`src/rtl/counter_sweep_ctrl.sv`:
```
// counter_sweep_ctrl
// Sequencer that drives a shared up/down counter through repeated sweeps
// 0 -> limit -> 0, dwelling at each end. A watchdog turns a counter that
// never raises the expected flag into a sticky error state instead of a hang.
// This block is the only driver of the counter's load/inc/dec inputs.

module counter_sweep_ctrl #(
    parameter int WIDTH   = 4,
    parameter int REP_W   = 4,
    parameter int DWELL   = 2,
    parameter int TIMEOUT = 32
) (
    input  logic             clk,
    input  logic             reset_n,
    input  logic             start,
    input  logic             abort,
    input  logic [WIDTH-1:0] cfg_limit,
    input  logic [REP_W-1:0] cfg_reps,
    input  logic             flag_count_max,
    input  logic             flag_count_min,
    output logic [WIDTH-1:0] count_to,
    output logic             load_en,
    output logic             count_inc,
    output logic             count_dec,
    output logic             busy,
    output logic             done,
    output logic             error,
    output logic [REP_W-1:0] sweep_cnt
);

    // Watchdog must be able to hold TIMEOUT-1; dwell timer must hold DWELL-1.
    localparam int WD_W = $clog2(TIMEOUT + 1);
    localparam int DW_W = (DWELL > 1) ? $clog2(DWELL) : 1;

    localparam logic [WD_W-1:0] WD_LAST = WD_W'(TIMEOUT - 1);
    localparam logic [DW_W-1:0] DW_LAST = DW_W'(DWELL - 1);

    typedef enum logic [2:0] {
        ST_IDLE     = 3'd0,
        ST_LOAD     = 3'd1,
        ST_UP       = 3'd2,
        ST_DWELL_HI = 3'd3,
        ST_DOWN     = 3'd4,
        ST_DWELL_LO = 3'd5,
        ST_DONE     = 3'd6,
        ST_ERR      = 3'd7
    } state_t;

    // A repetition request of zero still performs one sweep.
    function automatic logic [REP_W-1:0] norm_reps(input logic [REP_W-1:0] reps);
        logic [REP_W-1:0] result;
        if (reps == {REP_W{1'b0}}) begin
            result = {{(REP_W-1){1'b0}}, 1'b1};
        end else begin
            result = reps;
        end
        return result;
    endfunction

    state_t           state_r;
    state_t           state_s;
    logic [WIDTH-1:0] count_to_r;
    logic [REP_W-1:0] reps_r;
    logic [REP_W-1:0] sweep_cnt_r;
    logic [WD_W-1:0]  wd_r;
    logic [DW_W-1:0]  dwell_r;

    logic             accept_s;
    logic             in_run_s;
    logic             in_dwell_s;
    logic             sweep_end_s;
    logic [REP_W-1:0] sweep_next_s;
    logic             last_sweep_s;
    logic             wd_expired_s;
    logic             dwell_over_s;

    logic             load_en_s;
    logic             count_inc_s;
    logic             count_dec_s;
    logic             done_s;
    logic             busy_s;
    logic             error_s;

    // A start is only taken from a quiescent state, and abort always beats it.
    assign accept_s     = start && !abort && ((state_r == ST_IDLE) || (state_r == ST_ERR));
    assign in_run_s     = (state_r == ST_UP) || (state_r == ST_DOWN);
    assign in_dwell_s   = (state_r == ST_DWELL_HI) || (state_r == ST_DWELL_LO);
    assign sweep_end_s  = (state_r == ST_DOWN) && flag_count_min && !abort;
    assign sweep_next_s = sweep_cnt_r + {{(REP_W-1){1'b0}}, 1'b1};
    assign last_sweep_s = (sweep_next_s == reps_r);
    assign wd_expired_s = (wd_r == WD_LAST);
    assign dwell_over_s = (dwell_r == DW_LAST);

    // State register.
    always_ff @(posedge clk or negedge reset_n) begin
        if (!reset_n) begin
            state_r <= ST_IDLE;
        end else begin
            state_r <= state_s;
        end
    end

    // Next-state logic; abort overrides every transition.
    always_comb begin
        state_s = state_r;
        if (abort) begin
            state_s = ST_IDLE;
        end else begin
            case (state_r)
                ST_IDLE: begin
                    if (start) begin
                        state_s = ST_LOAD;
                    end else begin
                        state_s = ST_IDLE;
                    end
                end
                ST_LOAD: begin
                    state_s = ST_UP;
                end
                ST_UP: begin
                    if (flag_count_max) begin
                        state_s = ST_DWELL_HI;
                    end else if (wd_expired_s) begin
                        state_s = ST_ERR;
                    end else begin
                        state_s = ST_UP;
                    end
                end
                ST_DWELL_HI: begin
                    if (dwell_over_s) begin
                        state_s = ST_DOWN;
                    end else begin
                        state_s = ST_DWELL_HI;
                    end
                end
                ST_DOWN: begin
                    if (flag_count_min) begin
                        if (last_sweep_s) begin
                            state_s = ST_DONE;
                        end else begin
                            state_s = ST_DWELL_LO;
                        end
                    end else if (wd_expired_s) begin
                        state_s = ST_ERR;
                    end else begin
                        state_s = ST_DOWN;
                    end
                end
                ST_DWELL_LO: begin
                    if (dwell_over_s) begin
                        state_s = ST_UP;
                    end else begin
                        state_s = ST_DWELL_LO;
                    end
                end
                ST_DONE: begin
                    state_s = ST_IDLE;
                end
                ST_ERR: begin
                    if (start) begin
                        state_s = ST_LOAD;
                    end else begin
                        state_s = ST_ERR;
                    end
                end
                default: begin
                    state_s = ST_IDLE;
                end
            endcase
        end
    end

    // Output decode; counter controls and done are gated by abort in the same cycle.
    always_comb begin
        load_en_s   = 1'b0;
        count_inc_s = 1'b0;
        count_dec_s = 1'b0;
        done_s      = 1'b0;
        busy_s      = (state_r != ST_IDLE) && (state_r != ST_ERR);
        error_s     = (state_r == ST_ERR);
        if (abort) begin
            load_en_s   = 1'b0;
            count_inc_s = 1'b0;
            count_dec_s = 1'b0;
            done_s      = 1'b0;
        end else begin
            case (state_r)
                ST_LOAD: begin
                    load_en_s = 1'b1;
                end
                ST_UP: begin
                    count_inc_s = !flag_count_max;
                end
                ST_DOWN: begin
                    count_dec_s = !flag_count_min;
                end
                ST_DONE: begin
                    done_s = 1'b1;
                end
                default: begin
                    load_en_s = 1'b0;
                end
            endcase
        end
    end

    // Run configuration and sweep counter: latched on accepted start, held otherwise.
    always_ff @(posedge clk or negedge reset_n) begin
        if (!reset_n) begin
            count_to_r  <= {WIDTH{1'b0}};
            reps_r      <= {REP_W{1'b0}};
            sweep_cnt_r <= {REP_W{1'b0}};
        end else if (accept_s) begin
            count_to_r  <= cfg_limit;
            reps_r      <= norm_reps(cfg_reps);
            sweep_cnt_r <= {REP_W{1'b0}};
        end else if (sweep_end_s) begin
            sweep_cnt_r <= sweep_next_s;
        end else begin
            sweep_cnt_r <= sweep_cnt_r;
        end
    end

    // Watchdog: counts cycles spent in UP/DOWN; zero in every other state so
    // each UP or DOWN phase starts from a cleared count.
    always_ff @(posedge clk or negedge reset_n) begin
        if (!reset_n) begin
            wd_r <= {WD_W{1'b0}};
        end else if (in_run_s) begin
            wd_r <= wd_r + {{(WD_W-1){1'b0}}, 1'b1};
        end else begin
            wd_r <= {WD_W{1'b0}};
        end
    end

    // Dwell timer: counts cycles in either dwell state, cleared elsewhere.
    always_ff @(posedge clk or negedge reset_n) begin
        if (!reset_n) begin
            dwell_r <= {DW_W{1'b0}};
        end else if (in_dwell_s) begin
            dwell_r <= dwell_r + {{(DW_W-1){1'b0}}, 1'b1};
        end else begin
            dwell_r <= {DW_W{1'b0}};
        end
    end

    assign count_to  = count_to_r;
    assign sweep_cnt = sweep_cnt_r;
    assign load_en   = load_en_s;
    assign count_inc = count_inc_s;
    assign count_dec = count_dec_s;
    assign done      = done_s;
    assign busy      = busy_s;
    assign error     = error_s;

endmodule

```
`config.mk`:
```
export PLATFORM = sky130hd
export DESIGN_NAME = counter_sweep_ctrl
export DESIGN_NICKNAME = d
export VERILOG_FILES = /design/src/rtl/counter_sweep_ctrl.sv
export SDC_FILE = /design/constraint.sdc
export NUM_CORES = 1
export LEC_CHECK = 0
export ABC_AREA = 0
export CAP_MARGIN = 20
export CORE_MARGIN = 4
export CORE_UTILIZATION = 48
export CTS_BUF_LIST = sky130_fd_sc_hd__clkbuf_4 sky130_fd_sc_hd__clkbuf_8 sky130_fd_sc_hd__clkbuf_16
export DETAILED_ROUTE_END_ITERATION = 8
export PLACE_DENSITY = 0.85
export SLEW_MARGIN = 40
export SYNTH_ARGS = -nofsm -noshare
export SYNTH_HDL_FRONTEND = slang
export SYNTH_SLANG_ARGS = --single-unit
```
`constraint.sdc`:
```
create_clock -name clk -period 2 [get_ports clk]
set_input_delay 0.5 -clock clk [delete_from_list [all_inputs] [get_ports clk]]
set_output_delay 0.5 -clock clk [all_outputs]
set_load 0.02 [all_outputs]
```
==> results.tsv <==
stage	metric	value	unit
clock_network	CTS tree	done	
logic_synthesis	warnings from Yosys	0	
pwr	largest vdd supply drop	561	uV
placement	number of port buffers	27	
grt	all-layer global routing usage	19.9	%
logic_synthesis	FF+latch count, synth	22	
sta	hold violation total from the final report	0	
setup_path	Critical Path End	error	
clock_network	postcts setup bufs	0	
pwr	internal portion of total power	830	uW
drt	vias after detailed routing	1063	
setup_path	count of buffering cells on the critical path with inverters included	2	
drt	DRC viols	0	
sta	max-slew violation total from the final report	0	
clock_network	Clk Tree Root Cell	clkbuf_4	
setup_path	CP cell instances	buf_4 > and3_1 > clkdlybuf4s15_1	
setup_path	critical path arrival	1.43	ns
setup_path	worst r2r src	state_r[2]	
die	initial standard-cell utilization of the core	52.2	%
clock_network	clock latency on the worst-skew pair	0.31	ns
placement	Final GP Congestion	0.854	
logic_synthesis	Seq/Total Area, Yosys	46.3	%
pwr	power dissipated by switching net loads	292	uW
logic_synthesis	per-instance average area after synthesis	10.1	sq um
drt	total length of routed wires	3060	microns
sta	unrepaired setup endpoints after global routing	false	
setup_path	worst reg2reg setup slack	0.12	ns
setup_path	Crit Path Category	reg2out	
sta	Fin Clk Skew	0.00113	ns
setup_path	Worst Setup SP	state_r[1]	
setup_path	cell type of the slowest stage on the worst timing path	dfrtp_1	
finish	number of nets in the layout	177	
drt	number of nets with antenna violations after routing	0	
finish	fraction of layout instances using a drive strength above 1	28.7	%
setup_path	max incr delay on CP	0.37	ns
sta	endpoints failing setup	0	
setup_path	endpoint of the lowest-slack register-to-register path	count_to[2]	
grt	initial antenna violation count	0	
die	core area	2280	sq um
finish	area of all sequential standard cells	552	sq um
drt	average via count per standard cell	5.65	
pwr	share of power burned in combinational logic	24.0	%
logic_synthesis	top cell types by occurrence after synthesis	dfrtp_1 (22), nor2_1 (11), xor2_1 (8)	
grt	vias in the first global route	1170	
grt	grt total ovfl	0	
placement	detailed placement HPWL	2310	microns
finish	area of combinational cells with multiple inputs	622	sq um
logic_synthesis	Mapped Nets	134	
clock_network	number of buffers added by the clock tree synthesis step	3	
die	site row count	17	
setup_path	CP Data Required Time	1.50	ns
sta	transition time of the tightest slew-check pin	0.523	ns
logic_synthesis	dominant cells by area after synthesis	dfrtp_1 (46%), mux2_2 (6.6%), xor2_1 (5.9%)	
die	Chip Height	57.8	microns
drt	routed len/inst	16.3	microns
logic_synthesis	post-synth top area cell	dfrtp_1	
drt	number of optimization iterations in the first detailed-route pass	4	
clock_network	CTS clock-pin slew for the worst setup and hold paths	0.12	ns
sta	headroom to the max-slew limit	65.1	%
sta	final worst path period need	1.93	ns
pwr	clock network fraction of total power	30.4	%
logic_synthesis	distinct cell type count after synthesis	36	
logic_synthesis	Yosys top cell area share	46.3	%
sta	maximum clock frequency	0.518	GHz
pwr	switching power as a share of total power	26.0	%
clock_network	CTS H-tree lvls	1	
setup_path	number of stages on the worst setup path	3	
die	die outline width	57.8	microns
clock_network	maximum count of clock buffers along a single path	2	
drt	detailed router's first-iteration violation count	31	
logic_synthesis	Top FF cell, synth	dfrtp_1	
setup_path	critical path fanouts, max	12	
pwr	sequential share of power	45.6	%
finish	Fill cells	165	
pwr	pwr dens	679	nW/um^2
pwr	LEAKAGE	0.000738	uW
grt	first-pass GRT wire length	5200	microns
sta	final setup TNS	0	ns
die	Die Area	3340	sq um
sta	portion of the clock cycle consumed by the worst path in the final layout	96.6	%
status	status	finished clean	
setup_path	sort of element at the start of the critical path	flop	
logic_synthesis	Post-Synthesis Cell Area	1190	sq um
finish	Antenna diodes	0	
logic_synthesis	count of mapped cells out of synthesis	118	
setup_path	endpoint type of the worst setup path	output pin	
logic_synthesis	count of flip-flops with a built-in enable after synthesis	0	
flow_run	number of max-capacitance violations reported	0	
die	I/O pin count	28	
clock_network	CTS Sinks	22	
setup_path	number of cells on the worst reg-to-reg path	5	
setup_path	family with the most delay on the worst path	buffers and inverters	
finish	relative area change from synthesis to final layout	38.9	%
hold_path	class of the worst hold path	in2async	
finish	Finished Core Util	72.6	%
grt	largest net degree at the start of global routing	23	
pwr	Final Total Pwr	1120	uW
logic_synthesis	share of synthesized registers carrying an async set or reset	100	%
logic_synthesis	leading cell type by number of instances after synthesis	dfrtp_1	
-- layout by cell type, fill, tap and decap left out, types with 5 or more instances in the layout --
cell type / netlist / routed
xor2_1: 8 / 8
mux2_2: 7 / 7
buf_4: 0 / 17
nor2_1: 11 / 11
nand3_1: 5 / 5
clkdlybuf4s50_1: 0 / 20
nand2_1: 7 / 7
buf_2: 2 / 5
dfrtp_1: 22 / 21
-- metal layers --
metal  vias to the layer above  track usage [%]  routed length [microns]  share of wire (%)
li1                        500                -                        -                  -
met1                       520             21.8                     1230                 40
met2                        34             38.2                     1630                 53
met3                         9             3.56                      140                4.6
met4                         0             6.62                       56                1.8
met5                         -                0                        0                  0
-- flip-flops by register name, indices dropped and copies added (netlist names) --
name	count
count_to	4
dwell_over_s	1
reps_r	4
state_r	3
sweep_cnt	4
wd_r	6
-- layout make-up --
class                           count  area share [%]
Clock inverter                      1            1.82
Multi-Input combinational cell     86            37.7
Inverter                            4           0.909
Timing Repair Buffer               44            22.7
Tap cell                           28            2.12
Clock buffer                        3            1.36
Sequential cell                    22            33.4
-- power groups by stage --
stage                     combinational, uW  sequential [uW]  clock (uW)
after floorplan                         110              540           0
after global placement                  255              517           0
after detailed placement                267              521           0
after CTS                               270              512         344
after global routing                    292              519         362
final                                   269              512         342
-- metrics by stage --
step | instances | hold WS (ns) | setup WS [ns] | area (sq um)
after global routing | 188 | 0.536 | 0.00794 | 1650
final | 188 | 0.513 | 0.0679 | 1650
after CTS | 188 | 0.523 | -0.00402 | 1630
after detailed placement | 184 | 0.497 | -0.506 | 1590
after global placement | 184 | 0.470 | -0.434 | 1590
after floorplan | 118 | 0.204 | 0.0403 | 1190
-- worst min-delay path by stage --
stage / start / to / slack [ns] / cells after the start
floorplan: reset_n / count_to[0] / 0.20 / 0
global placement: wd_r[0] / wd_r[0] / 0.47 / 1
detailed placement: reps_r[0] / reps_r[0] / 0.50 / 2
CTS: reset_n / count_to[3] / 0.52 / 2
global route: reset_n / count_to[3] / 0.54 / 2
finish: reset_n / reps_r[2] / 0.51 / 2
-- kinds of logic (layout without fill, tap and decap cells) --
family / after synthesis / after routing / share of synthesized area [%]
AND/OR/NAND/NOR: 46 / 46 / 21.2
flip-flops: 22 / 22 / 46.3
AO/OA/AOI/OAI: 20 / 20 / 11.7
XOR/XNOR: 11 / 11 / 8.11
buffers and inverters: 10 / 52 / 4.00
multiplexers: 7 / 7 / 6.63
adder cells (fa/ha/maj): 2 / 2 / 2.10
-- timing repair --
action                     CTS  global route
gates cloned                 0             0
resized for setup           25             8
pin swaps                    0             0
setup endpoints to repair    6             8
hold buffers                 0             0
Note: power is estimated with default switching activity, not from simulation.
